[config.mk]
export PLATFORM = sky130hd
export DESIGN_NAME = snap_capture_sequencer_flat
export DESIGN_NICKNAME = d
export VERILOG_FILES = /design/src/rtl/snap_capture_sequencer_pkg.sv /design/src/rtl/snap_capture_sequencer_if.sv /design/src/rtl/snap_capture_sequencer.sv /design/src/flat_wrapper.sv
export SDC_FILE = /design/constraint.sdc
export NUM_CORES = 1
export LEC_CHECK = 0
export BUFFER_PORTS_ARGS = -buffer_cell sky130_fd_sc_hd__buf_4
export CORE_MARGIN = 5
export CORE_UTILIZATION = 52
export DETAILED_ROUTE_END_ITERATION = 7
export PLACE_DENSITY = 0.86
export SLEW_MARGIN = 20
export SYNTH_ARGS = -nofsm -noshare
export SYNTH_HDL_FRONTEND = slang
export SYNTH_SLANG_ARGS = --single-unit
[constraint.sdc]
create_clock -name user_clk -period 3.2 [get_ports user_clk]
set_input_delay 0.16 -clock user_clk [delete_from_list [all_inputs] [get_ports user_clk]]
set_output_delay 0.16 -clock user_clk [all_outputs]
set_load 0.05 [all_outputs]
[src/rtl/snap_capture_sequencer_pkg.sv]
// Shared definitions for the snapshot capture sequencer: FSM states and
// bit positions inside the software control and status words.
package snap_pkg;

    typedef enum logic [1:0] {
        IDLE    = 2'd0,
        ARMED   = 2'd1,
        CAPTURE = 2'd2,
        DONE    = 2'd3
    } snap_state_e;

    localparam int CTRL_ARM      = 0;
    localparam int CTRL_TRIG_SEL = 1;
    localparam int CTRL_WE_SEL   = 2;
    localparam int CTRL_CIRC     = 3;

    localparam int ST_DONE = 31;
    localparam int ST_BUSY = 30;

endpackage

[src/rtl/snap_capture_sequencer_if.sv]
// Control/sample inputs, BRAM write port and status word of the capture
// sequencer; the sequencer is the slave, software/sample source the master.
interface snap_capture_sequencer_if #(
    parameter int ADDR_W = 10,
    parameter int DATA_W = 32
);
    logic [31:0]       ctrl_word;
    logic [DATA_W-1:0] din;
    logic              trig;
    logic              we_in;
    logic              stop;
    logic [ADDR_W-1:0] bram_addr;
    logic [DATA_W-1:0] bram_data;
    logic              bram_we;
    logic [31:0]       status_word;

    modport master (
        output ctrl_word, din, trig, we_in, stop,
        input  bram_addr, bram_data, bram_we, status_word
    );

    modport slave (
        input  ctrl_word, din, trig, we_in, stop,
        output bram_addr, bram_data, bram_we, status_word
    );
endinterface

[src/rtl/snap_capture_sequencer.sv]
// Sequences one snapshot capture into a BRAM: arm/trigger/write-enable decode,
// registered BRAM write port, and a done/busy/count status word.
module snap_capture_sequencer
    import snap_pkg::*;
#(
    parameter int ADDR_W = 10,
    parameter int DATA_W = 32
) (
    input  logic                     user_clk,
    input  logic                     user_rst_n,
    snap_capture_sequencer_if.slave  bus
);

    localparam logic [ADDR_W-1:0] ADDR_LAST  = '1;
    localparam logic [ADDR_W:0]   COUNT_FULL = {1'b1, {ADDR_W{1'b0}}};

    snap_state_e       state_q, state_d;
    logic              arm_q;
    logic              trig_sel_q, trig_sel_d;
    logic              we_sel_q, we_sel_d;
    logic              circ_q, circ_d;
    logic [ADDR_W-1:0] addr_cnt_q, addr_cnt_d;
    logic [ADDR_W:0]   count_q, count_d;
    logic              bram_we_q, bram_we_d;
    logic [ADDR_W-1:0] bram_addr_q, bram_addr_d;
    logic [DATA_W-1:0] bram_data_q, bram_data_d;

    logic arm_edge;
    logic go;
    logic valid;
    logic capture_en;

    assign arm_edge = bus.ctrl_word[CTRL_ARM] & ~arm_q;
    assign go       = ~trig_sel_q | bus.trig;
    assign valid    = ~we_sel_q | bus.we_in;

    logic unused_ctrl_bits;
    assign unused_ctrl_bits = ^bus.ctrl_word[31:4];

    always_ff @(posedge user_clk or negedge user_rst_n) begin
        if (!user_rst_n) begin
            state_q     <= IDLE;
            arm_q       <= 1'b0;
            trig_sel_q  <= 1'b0;
            we_sel_q    <= 1'b0;
            circ_q      <= 1'b0;
            addr_cnt_q  <= '0;
            count_q     <= '0;
            bram_we_q   <= 1'b0;
            bram_addr_q <= '0;
            bram_data_q <= '0;
        end else begin
            state_q     <= state_d;
            arm_q       <= bus.ctrl_word[CTRL_ARM];
            trig_sel_q  <= trig_sel_d;
            we_sel_q    <= we_sel_d;
            circ_q      <= circ_d;
            addr_cnt_q  <= addr_cnt_d;
            count_q     <= count_d;
            bram_we_q   <= bram_we_d;
            bram_addr_q <= bram_addr_d;
            bram_data_q <= bram_data_d;
        end
    end

    always_comb begin
        state_d     = state_q;
        trig_sel_d  = trig_sel_q;
        we_sel_d    = we_sel_q;
        circ_d      = circ_q;
        addr_cnt_d  = addr_cnt_q;
        count_d     = count_q;
        bram_we_d   = 1'b0;
        bram_addr_d = bram_addr_q;
        bram_data_d = bram_data_q;
        capture_en  = 1'b0;

        // An arm edge wins over everything: restart from any state, no write.
        if (arm_edge) begin
            state_d    = ARMED;
            trig_sel_d = bus.ctrl_word[CTRL_TRIG_SEL];
            we_sel_d   = bus.ctrl_word[CTRL_WE_SEL];
            circ_d     = bus.ctrl_word[CTRL_CIRC];
            addr_cnt_d = '0;
            count_d    = '0;
        end else begin
            case (state_q)
                IDLE: ;
                ARMED: begin
                    if (go) begin
                        state_d    = CAPTURE;
                        capture_en = 1'b1;
                    end
                end
                CAPTURE: begin
                    capture_en = 1'b1;
                    if (circ_q && bus.stop) state_d = DONE;
                end
                DONE: ;
                default: state_d = IDLE;
            endcase
        end

        if (capture_en && valid) begin
            bram_we_d   = 1'b1;
            bram_addr_d = addr_cnt_q;
            bram_data_d = bus.din;
            addr_cnt_d  = addr_cnt_q + 1'b1;
            if (!(circ_q && count_q == COUNT_FULL)) count_d = count_q + 1'b1;
            if (!circ_q && addr_cnt_q == ADDR_LAST) state_d = DONE;
        end
    end

    assign bus.bram_we   = bram_we_q;
    assign bus.bram_addr = bram_addr_q;
    assign bus.bram_data = bram_data_q;

    // Count low bits equal the write pointer until the count saturates at a
    // power of two, so OR-ing in the pointer exposes the circular head.
    always_comb begin
        bus.status_word           = '0;
        bus.status_word[ST_DONE]  = (state_q == DONE);
        bus.status_word[ST_BUSY]  = (state_q == ARMED) || (state_q == CAPTURE);
        bus.status_word[ADDR_W:0] = count_q | {1'b0, addr_cnt_q};
    end

endmodule
[src/flat_wrapper.sv]
// flat-port wrapper written by rule: the top's interface ports become plain ports
module snap_capture_sequencer_flat import snap_pkg::*;
#(
    parameter int ADDR_W = 10,
    parameter int DATA_W = 32
)
  (user_clk, user_rst_n, bus_ctrl_word, bus_din, bus_trig, bus_we_in, bus_stop, bus_bram_addr, bus_bram_data, bus_bram_we, bus_status_word);
  snap_capture_sequencer_if #(.ADDR_W(ADDR_W), .DATA_W(DATA_W)) bus_i ();
  input  logic user_clk;
  input  logic user_rst_n;
  input wire logic [$bits(bus_i.ctrl_word)-1:0] bus_ctrl_word;
  input wire logic [$bits(bus_i.din)-1:0] bus_din;
  input wire logic [$bits(bus_i.trig)-1:0] bus_trig;
  input wire logic [$bits(bus_i.we_in)-1:0] bus_we_in;
  input wire logic [$bits(bus_i.stop)-1:0] bus_stop;
  output wire logic [$bits(bus_i.bram_addr)-1:0] bus_bram_addr;
  output wire logic [$bits(bus_i.bram_data)-1:0] bus_bram_data;
  output wire logic [$bits(bus_i.bram_we)-1:0] bus_bram_we;
  output wire logic [$bits(bus_i.status_word)-1:0] bus_status_word;
  assign bus_i.ctrl_word = bus_ctrl_word;
  assign bus_i.din = bus_din;
  assign bus_i.trig = bus_trig;
  assign bus_i.we_in = bus_we_in;
  assign bus_i.stop = bus_stop;
  assign bus_bram_addr = bus_i.bram_addr;
  assign bus_bram_data = bus_i.bram_data;
  assign bus_bram_we = bus_i.bram_we;
  assign bus_status_word = bus_i.status_word;
  snap_capture_sequencer #(.ADDR_W(ADDR_W), .DATA_W(DATA_W)) u_core (.user_clk(user_clk), .user_rst_n(user_rst_n), .bus(bus_i));
endmodule
Word-level counts from Yosys, hierarchy flattened
Index checks and enable logic that the tools add are counted.
W data, S select, Z words.
- input bits: 69
- logic and storage cells: 46
- register bits after elaboration: 70
- output and inout port bits: 75
- muxes and demuxes: 15
- eq/ne operators: 5
- add/subtract/negate cells: 2
- bitwise operators: 7
- reductions and logical operators: 7
- operators with widths (kind ; count):
    $mux W11 ; 3
    $mux W10 ; 2
    $add A11 B1 Y11 const B ; 1
    $eq A11 B11 Y1 const B ; 1
    $or A11 B10 Y11 ; 1
    $add A10 B1 Y10 const B ; 1
    $eq A10 B10 Y1 const B ; 1
    $mux W2 ; 5
    $eq A2 B2 Y1 const B ; 2
    $logic_and A1 B1 Y1 ; 4
    $pmux W2 S2 ; 1
    $mux W1 ; 3
    $not A1 Y1 ; 3
    $eq A2 B1 Y1 const B ; 1
    $or A1 B1 Y1 ; 2
    $pmux W1 S2 ; 1
    $reduce_bool A2 Y1 ; 1
    $and A1 B1 Y1 ; 1
    $logic_not A1 Y1 ; 1
    $logic_or A1 B1 Y1 ; 1

Logic depth before layout (Yosys ltp)
- depth after elaboration: 7
- depth in mapped cells: 7
- gate-level depth less buffers: 6

Worst setup path after synthesis
Ideal clock, no wire load.
- kind: reg2reg
- start point: register u_core.state_q[0]
- end point: register u_core.bram_data_q[10] (netlist: u_core.bus.bram_data[10])
- path buffers: 1
- setup slack: 1.158 ns
- data arrival time: 1.917 ns
- clock period less this slack: 2.042 ns
- data required time: 3.075 ns
- stages on the path, launching flop included: 8
- path through: dfrtp_1 inv_1 ha_1 nor3_1 nand2_1 inv_2 buf_4 mux2_2
- word-level cells in the longest chain between the ends: 4
- elaborated cells on any way between the ends: 5
- RTL lines (item ; RTL line ; source):
    start, declared ; snap_capture_sequencer.sv:17 ; snap_state_e state_q, state_d;
    start signal, assigned ; snap_capture_sequencer.sv:53 ; state_q <= state_d;
    $eq A2 B2 Y1 / $eq A2 B1 Y1 (equally long branches) ; snap_capture_sequencer.sv:87 ; case (state_q)
    $pmux W1 S2 (*) ; snap_capture_sequencer.sv:87 ;
    $mux W1 (*) ; snap_capture_sequencer.sv:79 ; if (arm_edge) begin
    $logic_and A1 B1 Y1 (*) ; snap_capture_sequencer.sv:104 ; if (capture_en && valid) begin
    end signal, assigned ; snap_capture_sequencer.sv:62 ; bram_data_q <= bram_data_d;
    end, declared ; snap_capture_sequencer.sv:26 ; logic [DATA_W-1:0] bram_data_q, bram_data_d;
Mark *: on every way between the ends. The rest lies on a longest branch, timed or not.
A chain may end at the register's enable or synchronous reset.

Worst setup path after layout
- start point: register u_core.state_q[0]
- end point: register u_core.count_q[1]
- word-level cells in the longest chain between the ends: 5
- elaborated cells on any way between the ends: 6
- RTL lines (item ; RTL line ; source):
    $eq A2 B2 Y1 / $eq A2 B1 Y1 (equally long branches) ; snap_capture_sequencer.sv:87 ;
    $pmux W1 S2 (*) ; snap_capture_sequencer.sv:87 ;
    $mux W1 (*) ; snap_capture_sequencer.sv:79 ;
    $logic_and A1 B1 Y1 (*) ; snap_capture_sequencer.sv:104 ;
    $mux W11 (*) ; snap_capture_sequencer.sv:104 ;
    net u_core.count_d[1] ; snap_capture_sequencer.sv:23 ; logic [ADDR_W:0] count_q, count_d;
    end signal, assigned ; snap_capture_sequencer.sv:59 ; count_q <= count_d;
    end, declared ; snap_capture_sequencer.sv:23 ;
The timed path passes the listed nets; every way through them passes the cells marked *.

==> impl_metrics.yaml <==
clock_tree:
  cts_made_buffers: 9
  post_cts_buffers: 0
  cts-root-buf: "clkbuf_8"
  htree_levels: 3
  cts_sinks: 70
  clock_latency_ps: 350
  cts_buffer_depth: 2
  tritoncts: "done"
  clkTransAtPathRegs_ps: 70
synth:
  synth_cells: 286
  synth.distinct_cells: 43
  async_flop_share: 1.00
  ys_ff_latch: 70
  yosys_most_used_dff: "dfrtp_1"
  avgSynthCellArea_um2: 11.9
  syn_area_um2: 3400
  yosysSeqAreaShare: 0.515
  ys_warn_count: 0
  synth-edff-count: 0
detailed_routing:
  vias_per_cell: 5.40
  ant_nets: 0
  post-route-drc-count: 0
  routed-via-count: 2510
  firstDrtPassIters: 4
  wl_per_cell_um: 17.0
  drt_iter0_markers: 163
  routed_wl_mm: 7.92
floorplanning:
  core_area_um2: 6350
  die_w_um: 90.9
  fp-row-count: 29
  die-area_um2: 8260
  ios: 144
  initial_core_util: 0.536
  die_h_um: 90.9
placed_design:
  placed_area_um2: 4080
  place_congestion: 0.848
  dp_hpwl_mm: 5.65
  port_buffers: 96
grt:
  grt_pass1_vias: 2734
  overflow: 0
  grt_antenna_before_repair: 0
  grt_pass1_wl_mm: 13.2
  grt_usage: 0.198
  grt_start_max_net_pins: 71
sta:
  period_minus_slack_ps: 2370
  finalMaxSlewViolations: 0
  worst_pin_slew_ps: 880
  post-route-period-util: 0.742
  slew_headroom: 0.413
  fin_setup_tns_ps: 0
  skew_ps: 8.37
  fmax_mhz: 421
  finalHoldViolCount: 0
  final-setup-viol-count: 0
  rsz0062_at_grt: "false"
pwr:
  ir_drop_mv: 0.957
  powerDensity_nw_per_um2: 1060
  p_leak_nw: 2.08
cells_and_area:
  nets: 459
  diodes: 0
  area_delta_synth_final_pct: 27.7
  layout_commonest_cell: "buf_4"
  layout-drive-gt1-share: 0.464
  nFillCells: 475
  finalInstanceArea_um2: 4340
  final_cell_mix: "buf_4, dfrtp_1, mux2_2, nand2_1, conb_1"
setup_path:
  arrival_ps: 2600
  path_buf_inv: 1
  critPathMaxStageDelay_ps: 680
  path_cells: "inv_1 > ha_1 > or3_1 > nor3_2 > mux2_4"
  cp_max_fo: 16
  crit_required_ps: 3430
  cp_top_family: "simple AND/OR/NAND/NOR gates"
  critPathLaunchType: "flip-flop"
  cp_slowest_cell: "or3_1"
  critPathKind: "reg -> reg"
  crit_path_end_kind: "flip-flop"
outcome:
  status: "completed"
flow_run:
  drv_cap: 0
min_path:
  hp-class: "in -> reg"
[state kept, by name, indices dropped and copies added (netlist names)]
| signal | cells |
|---|---|
| u_core.we_sel_q | 1 |
| u_core.bus.bram_we | 1 |
| u_core.circ_q | 1 |
| u_core.bus.bram_addr | 10 |
| u_core.arm_q | 1 |
| u_core.addr_cnt_q | 10 |
| u_core.count_q | 11 |
| u_core.trig_sel_q | 1 |
| u_core.state_q | 2 |
| u_core.bus.bram_data | 32 |
[metrics by stage]
| step | instances | power (W) | util | setup WS [ps] | hold WS [ps] |
|---|---|---|---|---|---|
| 2_1_floorplan | 304 | 0.00309 | - | 1160 | -136 |
| 5_1_grt | 465 | 0.00482 | 0.684 | 652 | 4.33 |
| 4_1_cts | 465 | 0.00462 | 0.684 | 815 | 1.64 |
| 3_5_place_dp | 447 | 0.00373 | 0.642 | 845 | 287 |
| 3_3_place_gp | 447 | 0.00366 | 0.642 | 892 | 287 |
| 6_report | 465 | 0.00458 | 0.684 | 827 | 8.91 |
[repair_timing]
item / 4_1_cts / 5_1_grt
gates resized for setup: 0 / 0
hold buffers: 2 / 0
hold endpoints to repair: 71 / 0
[area by class of cell]
class                           count  area, um^2  area share
Sequential cell                    70        1750       0.403
Inverter                            8        30.0     0.00691
Clock inverter                      6         109      0.0251
Timing Repair Buffer              100         756       0.174
Multi-Input combinational cell    194        1460       0.337
Clock buffer                       10         138      0.0317
Tap cell                           77        96.3      0.0222
[worst reg2reg max path: stages (launching register included)]
cell and delay [ps]:
dfrtp_1 380, inv_1 90, ha_1 380, or3_1 680, nor3_2 400, mux2_4 330
[worst paths after layout]
kind                                                end               from  depth (start not counted)  slack (ps)
worst min-delay path                      u_core.circ_q   bus_ctrl_word[3]                          3           9
worst max register to register        u_core.count_q[1]  u_core.state_q[0]                          5         830
min in group asynchronous             u_core.count_q[8]         user_rst_n                          2         480
worst max-delay path                  u_core.count_q[1]  u_core.state_q[0]                          5         830
worst min register to register          u_core.we_sel_q    u_core.we_sel_q                          2         490
max in group asynchronous       u_core.bus.bram_addr[1]         user_rst_n                          2        2150
[kinds of logic (layout without fill, tap and decap cells)]
family / count (synthesis) / in the layout / synth area share
flops: 70 / 70 / 0.515
simple gates: 87 / 87 / 0.156
fa+ha+maj: 7 / 7 / 0.0258
compound gates: 29 / 29 / 0.0578
mux: 52 / 52 / 0.170
buf+inv: 40 / 124 / 0.0747
other cells: 1 / 19 / 0.00110
[per-layer routing]
layer | track usage | wire length, um | up-vias
met4 | 0.0721 | 112 | 0
met5 | 0 | 0 | -
met3 | 0.108 | 954 | 11
li1 | - | - | 1163
met1 | 0.226 | 3050 | 1231
met2 | 0.313 | 3800 | 105
[cells in the mapped netlist, types with 2 or more instances]
master    count  area share
a21oi_1       5      0.0074
and3_1        3      0.0055
buf_2         2      0.0029
buf_4        23       0.051
buf_6         2      0.0066
clkbuf_1      5      0.0055
dfrtp_1      70        0.52
ha_1          7       0.026
inv_1         7      0.0077
mux2_2       41        0.14
mux2i_1       9       0.026
nand2_1      32       0.035
nand2b_1      2      0.0037
nand3_1       7       0.010
nand4_1       3      0.0055
nor2b_1       2      0.0037
nor3_1        3      0.0044
nor4_1        2      0.0037
nor4_2        6       0.022
o21ai_0       8       0.012
o311ai_0      5       0.013
o31ai_1       6       0.013
or2_2        12       0.022
or3_1         3      0.0055
or4_1         3      0.0066
[power breakdown]
part	leakage (nW)	internal (W)	switching [W]
sequential	0.894	0.00116	0.000173
combinational	1.06	0.000791	0.00158
clock	0.126	0.000538	0.000343
total	2.08	0.00249	0.00210
Power figures use the tool's default switching activity.
